`src/rtl/ds_pkg.sv`:
```
// Shared types for the channel merger: tagged 36-bit stream word and FSM states.
package ds_pkg;

    typedef logic [35:0] ds_word_t;

    localparam logic [3:0] TAG_STATUS = 4'hF;

    typedef enum logic [1:0] {
        SYNC    = 2'd0,
        IDLE    = 2'd1,
        CH_DATA = 2'd2,
        TRAILER = 2'd3
    } merger_state_t;

    function automatic ds_word_t make_word(input logic [3:0] tag, input logic [31:0] payload);
        return {tag, payload};
    endfunction

endpackage

```
`src/rtl/ds_ch_merger.sv`:
```
// Drains N_CH show-ahead channel FIFOs once per frame, round-robin, into one tagged
// valid/ready stream closed by a status word carrying the frame counter.
module ds_ch_merger
    import ds_pkg::*;
#(
    parameter int N_CH         = 8,
    parameter int WORDS_PER_CH = 32,
    parameter int TIMEOUT      = 4095
) (
    input  logic                 clk,
    input  logic                 rst_n,
    input  logic                 i_frame_start,
    input  logic [N_CH*32-1:0]   i_ch_data,
    input  logic [N_CH-1:0]      i_ch_vld,
    output logic [N_CH-1:0]      o_ch_rd,
    output logic [35:0]          o_out_data,
    output logic                 o_out_vld,
    input  logic                 i_out_rdy,
    output logic                 o_busy,
    output logic                 o_overrun,
    output logic                 o_underrun,
    input  logic                 i_clr_flags
);

    localparam int CH_W = (N_CH > 1) ? $clog2(N_CH) : 1;

    merger_state_t    state;
    logic [CH_W-1:0]  ch_idx;
    logic [7:0]       word_idx;
    logic [15:0]      tmo;
    logic [31:0]      frame_cnt;

    logic             slot;
    logic             load;
    logic             take;
    logic             pad;
    ds_word_t         load_word;
    logic [31:0]      sel_data;
    logic             sel_vld;

    // A load slot exists whenever the output register is empty or being drained.
    assign slot   = ~o_out_vld | i_out_rdy;
    assign o_busy = (state != IDLE);

    always_comb begin
        sel_data = '0;
        sel_vld  = 1'b0;
        for (int c = 0; c < N_CH; c++) begin
            if (ch_idx == CH_W'(c)) begin
                sel_data = i_ch_data[c*32 +: 32];
                sel_vld  = i_ch_vld[c];
            end
        end
    end

    always_comb begin
        load      = 1'b0;
        take      = 1'b0;
        pad       = 1'b0;
        load_word = '0;
        if (slot) begin
            case (state)
                SYNC: begin
                    load      = 1'b1;
                    load_word = make_word(TAG_STATUS, 32'hFFFF_FFFF);
                end
                CH_DATA: begin
                    if (sel_vld) begin
                        load      = 1'b1;
                        take      = 1'b1;
                        load_word = make_word(4'(ch_idx), sel_data);
                    end else if (tmo == 16'(TIMEOUT)) begin
                        load      = 1'b1;
                        pad       = 1'b1;
                        load_word = make_word(4'(ch_idx), 32'd0);
                    end
                end
                TRAILER: begin
                    load      = 1'b1;
                    load_word = make_word(TAG_STATUS, frame_cnt);
                end
                default: ;
            endcase
        end
    end

    // The read strobe is tied to the load decision, so it can never fire under backpressure.
    always_comb begin
        o_ch_rd = '0;
        for (int c = 0; c < N_CH; c++) begin
            o_ch_rd[c] = take && (ch_idx == CH_W'(c));
        end
    end

    always_ff @(posedge clk or negedge rst_n) begin
        if (!rst_n) begin
            state      <= SYNC;
            ch_idx     <= '0;
            word_idx   <= '0;
            tmo        <= '0;
            frame_cnt  <= '0;
            o_out_vld  <= 1'b0;
            o_out_data <= '0;
            o_overrun  <= 1'b0;
            o_underrun <= 1'b0;
        end else begin
            if (load) begin
                o_out_data <= load_word;
                o_out_vld  <= 1'b1;
            end else if (i_out_rdy) begin
                o_out_vld  <= 1'b0;
            end

            // Sticky flags: a same-cycle set beats the clear.
            o_overrun  <= (i_frame_start && (state != IDLE)) || (o_overrun && !i_clr_flags);
            o_underrun <= pad || (o_underrun && !i_clr_flags);

            case (state)
                SYNC: begin
                    if (load) state <= IDLE;
                end
                IDLE: begin
                    if (i_frame_start) begin
                        state    <= CH_DATA;
                        ch_idx   <= '0;
                        word_idx <= '0;
                        tmo      <= '0;
                    end
                end
                CH_DATA: begin
                    if (load) begin
                        tmo <= '0;
                        if (word_idx == 8'(WORDS_PER_CH - 1)) begin
                            word_idx <= '0;
                            if (ch_idx == CH_W'(N_CH - 1)) begin
                                ch_idx <= '0;
                                state  <= TRAILER;
                            end else begin
                                ch_idx <= ch_idx + 1'b1;
                            end
                        end else begin
                            word_idx <= word_idx + 8'd1;
                        end
                    end else if (slot) begin
                        tmo <= tmo + 16'd1;
                    end
                end
                TRAILER: begin
                    if (load) begin
                        frame_cnt <= frame_cnt + 32'd1;
                        state     <= IDLE;
                    end
                end
                default: state <= SYNC;
            endcase
        end
    end

endmodule

```
`config.mk`:
```
export PLATFORM = sky130hd
export DESIGN_NAME = ds_ch_merger
export DESIGN_NICKNAME = d
export VERILOG_FILES = /design/src/rtl/ds_pkg.sv /design/src/rtl/ds_ch_merger.sv
export SDC_FILE = /design/constraint.sdc
export NUM_CORES = 1
export LEC_CHECK = 0
export CELL_PAD_IN_SITES_DETAIL_PLACEMENT = 2
export CELL_PAD_IN_SITES_GLOBAL_PLACEMENT = 2
export CORE_MARGIN = 10
export CORE_UTILIZATION = 21
export CTS_CLUSTER_SIZE = 12
export DETAILED_ROUTE_END_ITERATION = 7
export GPL_ROUTABILITY_DRIVEN = 0
export PLACE_DENSITY_LB_ADDON = 0.08
export SLEW_MARGIN = 5
export SYNTH_ARGS = -nofsm -noshare
export SYNTH_HDL_FRONTEND = slang
export SYNTH_SLANG_ARGS = --single-unit
```
`constraint.sdc`:
```
create_clock -name clk -period 2.43 [get_ports clk]
set_input_delay 0.486 -clock clk [delete_from_list [all_inputs] [get_ports clk]]
set_output_delay 0.486 -clock clk [all_outputs]
set_load 0.01 [all_outputs]
```
==> results.sh <==
export IMPL_crit_fanout=5
export IMPL_dp_hpwl_microns=35500
export IMPL_ys_types=61
export IMPL_fin_ws_ns=-0.587
export IMPL_irDropWorstVdd_mv=0.554
export IMPL_route_vias_total=9148
export IMPL_tightestPinTransition_ns=0.638
export IMPL_viasPerCell=5.20
export IMPL_synth_edf_count=0
export IMPL_final_cell_count_no_fill=1760
export IMPL_synth_top_cell_area_share_pct=35.0
export IMPL_p_sw_mw=7.65
export IMPL_critPathLaunchType="register"
export IMPL_setup_violations=105
export IMPL_dpl_cell_area_sq_um=11800
export IMPL_design_area_sq_um=14800
export IMPL_start_util_pct=21.3
export IMPL_grt_util_all_layers_pct=22.6
export IMPL_synth_largest_area_cell="dfrtp_1"
export IMPL_whs_ns=0.0397
export IMPL_hold_violations=0
export IMPL_antenna_found_initial=5
export IMPL_overflow=0
export IMPL_numCtsBuffers=9
export IMPL_fin_crit_sh_pct=124
export IMPL_cellPowerDensity_nw_per_um2=1200
export IMPL_ys_async_sr_fraction_pct=100
export IMPL_synthTopCellsByArea="dfrtp_1 (35%), or3_1 (5.5%), a21oi_1 (5.2%)"
export IMPL_final_util_pct=44.3
export IMPL_place_ws_ns=-0.782
export IMPL_slew_viol_final=0
export IMPL_wl_per_cell_microns=28.3
export IMPL_clk_latency_ns=0.38
export IMPL_slew_headroom_pct=57.0
export IMPL_reg2reg_to="o_out_data[29]$_DFFE_PN0P_"
export IMPL_critical_path_class="register to output port"
export IMPL_cts_tree="built"
export IMPL_yosysWarnings=0
export IMPL_io_buffers=316
export IMPL_grt_pass1_wl_microns=71000
export IMPL_status="finished, violations left"
export IMPL_endpoint_kind="output port"
export IMPL_grt_pass1_vias=10500
export IMPL_grt_max_degree=49
export IMPL_drc=0
export IMPL_h_tree_depth=3
export IMPL_syn_avg_cell_area_sq_um=8.43
export IMPL_path_clk_slew_ns=0.08
export IMPL_syn_inst=848
export IMPL_dp_cells=1667
export IMPL_crit_start="ch_idx[1]$_DFFE_PN0P_"
export IMPL_cap_violations=0
export IMPL_syn_nets=1131
export IMPL_fp_row_count=67
export IMPL_ys_flop_type="dfrtp_1"
export IMPL_cts_hold_buf=0
export IMPL_cts_sinks=100
export IMPL_fillers=3492
export IMPL_drive_above_1_share_pct=33.5
export IMPL_clockPowerShare_pct=9.8
export IMPL_fin_nets=1588
export IMPL_cts_path_max_buffers=2
export IMPL_die_area_sq_um=41800
export IMPL_holdCritPathClass="input pin to async pin"
export IMPL_p_sw_share_pct=43.1
export IMPL_routed_wl_microns=49800
export IMPL_reg2reg_slack_ns=-0.44
export IMPL_cp_endpoint="o_ch_rd[1]"
export IMPL_violations="setup timing"
export IMPL_fin_crit_ns=3.02
export IMPL_skew_ns=0.0189
export IMPL_clock_fmax_ghz=0.331
export IMPL_p_leak_nw=5.60
export IMPL_synth_seq_cells=100
export IMPL_required_ns=1.94
export IMPL_drtAntennaViolNets=0
export IMPL_p_seq_share_pct=14.2
export IMPL_p_int_mw=10.1
export IMPL_yosysMostFrequentCell="dfrtp_1"
export IMPL_io_pins=317
export IMPL_drt_iter0_drc=443
export IMPL_ys_top_cells_by_count="dfrtp_1 (100), a21oi_1 (75), o21ai_0 (74), nor2_1 (63), or3_1 (63)"
export IMPL_power_frac_comb_pct=76.0
export IMPL_ys_seq_area_share_pct=35.0
export IMPL_grt_setup_unrepaired="true"
export IMPL_core_area_sq_um=33500
export IMPL_firstDrtPassIters=5
export IMPL_dieHeight_microns=205
export IMPL_rr_startpoint="ch_idx[1]$_DFFE_PN0P_"
export IMPL_areaGrowthSynthToFinish_pct=108
export IMPL_ctsRootBufferMaster="clkbuf_16"
export IMPL_arrival_ns=2.53
export IMPL_netlist_area_sq_um=7150
export IMPL_reg2reg_depth=14
export IMPL_fp_dieW_microns=205
critical path: stages, from the launching register on:
cell and delay [ns]:
dfrtp_2 0.45, inv_4 0.09, buf_12 0.10, ha_4 0.15, nand3b_4 0.09, a2111oi_4 0.47, o311ai_4 0.13, nand2_2 0.13
nand3_4 0.14, buf_6 0.18, nor2b_4 0.11, buf_6 0.11
power groups by stage:
| stage | Combinational, mW | Clock (mW) | Sequential, mW |
|---|---|---|---|
| 3_5_place_dp | 8.11 | 0 | 2.51 |
| 3_3_place_gp | 7.97 | 0 | 2.50 |
| 4_1_cts | 12.7 | 1.76 | 2.51 |
| 6_report | 13.5 | 1.73 | 2.53 |
| 5_1_grt | 14.1 | 1.82 | 2.57 |
| 2_1_floorplan | 3.66 | 0 | 2.53 |
cell families (layout without fill, tap and decap cells):
| logic type | after synthesis | count (layout) | share of synthesized area (%) |
|---|---|---|---|
| multiplexers | 4 | 4 | 0.595 |
| other | 0 | 2 | 0 |
| flip-flops | 100 | 100 | 35.0 |
| adder cells (fa/ha/maj) | 14 | 14 | 2.45 |
| XOR/XNOR | 43 | 43 | 5.27 |
| AND/OR/NAND/NOR | 273 | 273 | 20.5 |
| buffers and inverters | 93 | 555 | 5.39 |
| AO/OA/AOI/OAI | 321 | 321 | 30.8 |
routing by layer:
layer / global-route usage (%) / wire (microns) / vias up
li1: - / - / 4170
met1: 26.5 / 20200 / 4726
met2: 41.7 / 26900 / 202
met3: 4.94 / 2160 / 42
met4: 3.41 / 595 / 8
met5: 0 / 47 / -
cells in the final DEF (no fill, tap or decap), types with 12 or more instances in the layout:
cell type	synthesis	routed
xnor2_1	25	19
o21ai_0	74	66
buf_16	0	13
buf_4	4	107
o31ai_2	0	18
and3_1	19	15
o2111ai_1	29	12
a311oi_2	1	28
dfrtp_1	100	98
nor2_4	0	19
nor2_1	63	36
buf_6	0	57
nand4_1	15	15
a21oi_1	75	69
nand2_1	38	28
nand3_1	27	16
a221oi_2	0	12
xor2_1	18	18
buf_12	0	27
or3_1	63	62
a221oi_1	31	12
clkdlybuf4s50_1	0	307
registers in the layout, summed over array words and instances (netlist names):
name / flops
o_overrun: 1
o_out_vld: 1
tmo: 16
o_out_data: 36
state: 2
word_idx: 8
frame_cnt: 32
ch_idx: 3
o_underrun: 1
how the worst min path moves through the flow:
stage | start | cells after the start | slack (ns) | end
2_1_floorplan | rst_n | 0 | 0.19 | ch_idx[0]$_DFFE_PN0P_
3_3_place_gp | rst_n | 1 | 0.44 | tmo[7]$_DFFE_PN0P_
3_5_place_dp | rst_n | 1 | 0.44 | o_out_data[28]$_DFFE_PN0P_
4_1_cts | rst_n | 1 | 0.04 | o_out_data[29]$_DFFE_PN0P_
5_1_grt | rst_n | 1 | 0.05 | o_out_data[29]$_DFFE_PN0P_
6_report | rst_n | 1 | 0.04 | frame_cnt[28]$_DFFE_PN0P_
what timing repair did:
item                                    in CTS  in global routing
gates cloned                                17                  0
gates resized for setup                    325                 95
endpoints found under the setup margin     107                106
pin swaps                                   89                 32
setup buffers                               53                 25
stage by stage:
step | total power, mW | TNS [ns]
after global placement | 10.5 | -39.68
after detailed placement | 10.6 | -44.36
after floorplan | 6.19 | -0.0764
after CTS | 16.9 | -21.70
final | 17.7 | -24.94
after global routing | 18.5 | -33.28
layout make-up:
| cell class | instances | area [sq um] | area share [%] |
|---|---|---|---|
| antenna | 2 | 5.00 | 0.0337 |
| sequential | 100 | 2500 | 16.9 |
| multi-input combinational | 655 | 5770 | 38.8 |
| clock buffer | 11 | 253 | 1.70 |
| clock inverter | 5 | 91.3 | 0.615 |
| inverter | 16 | 68.8 | 0.464 |
| tap | 448 | 561 | 3.78 |
| timing repair buffer | 523 | 5590 | 37.7 |
Power figures use the tool's default switching activity.
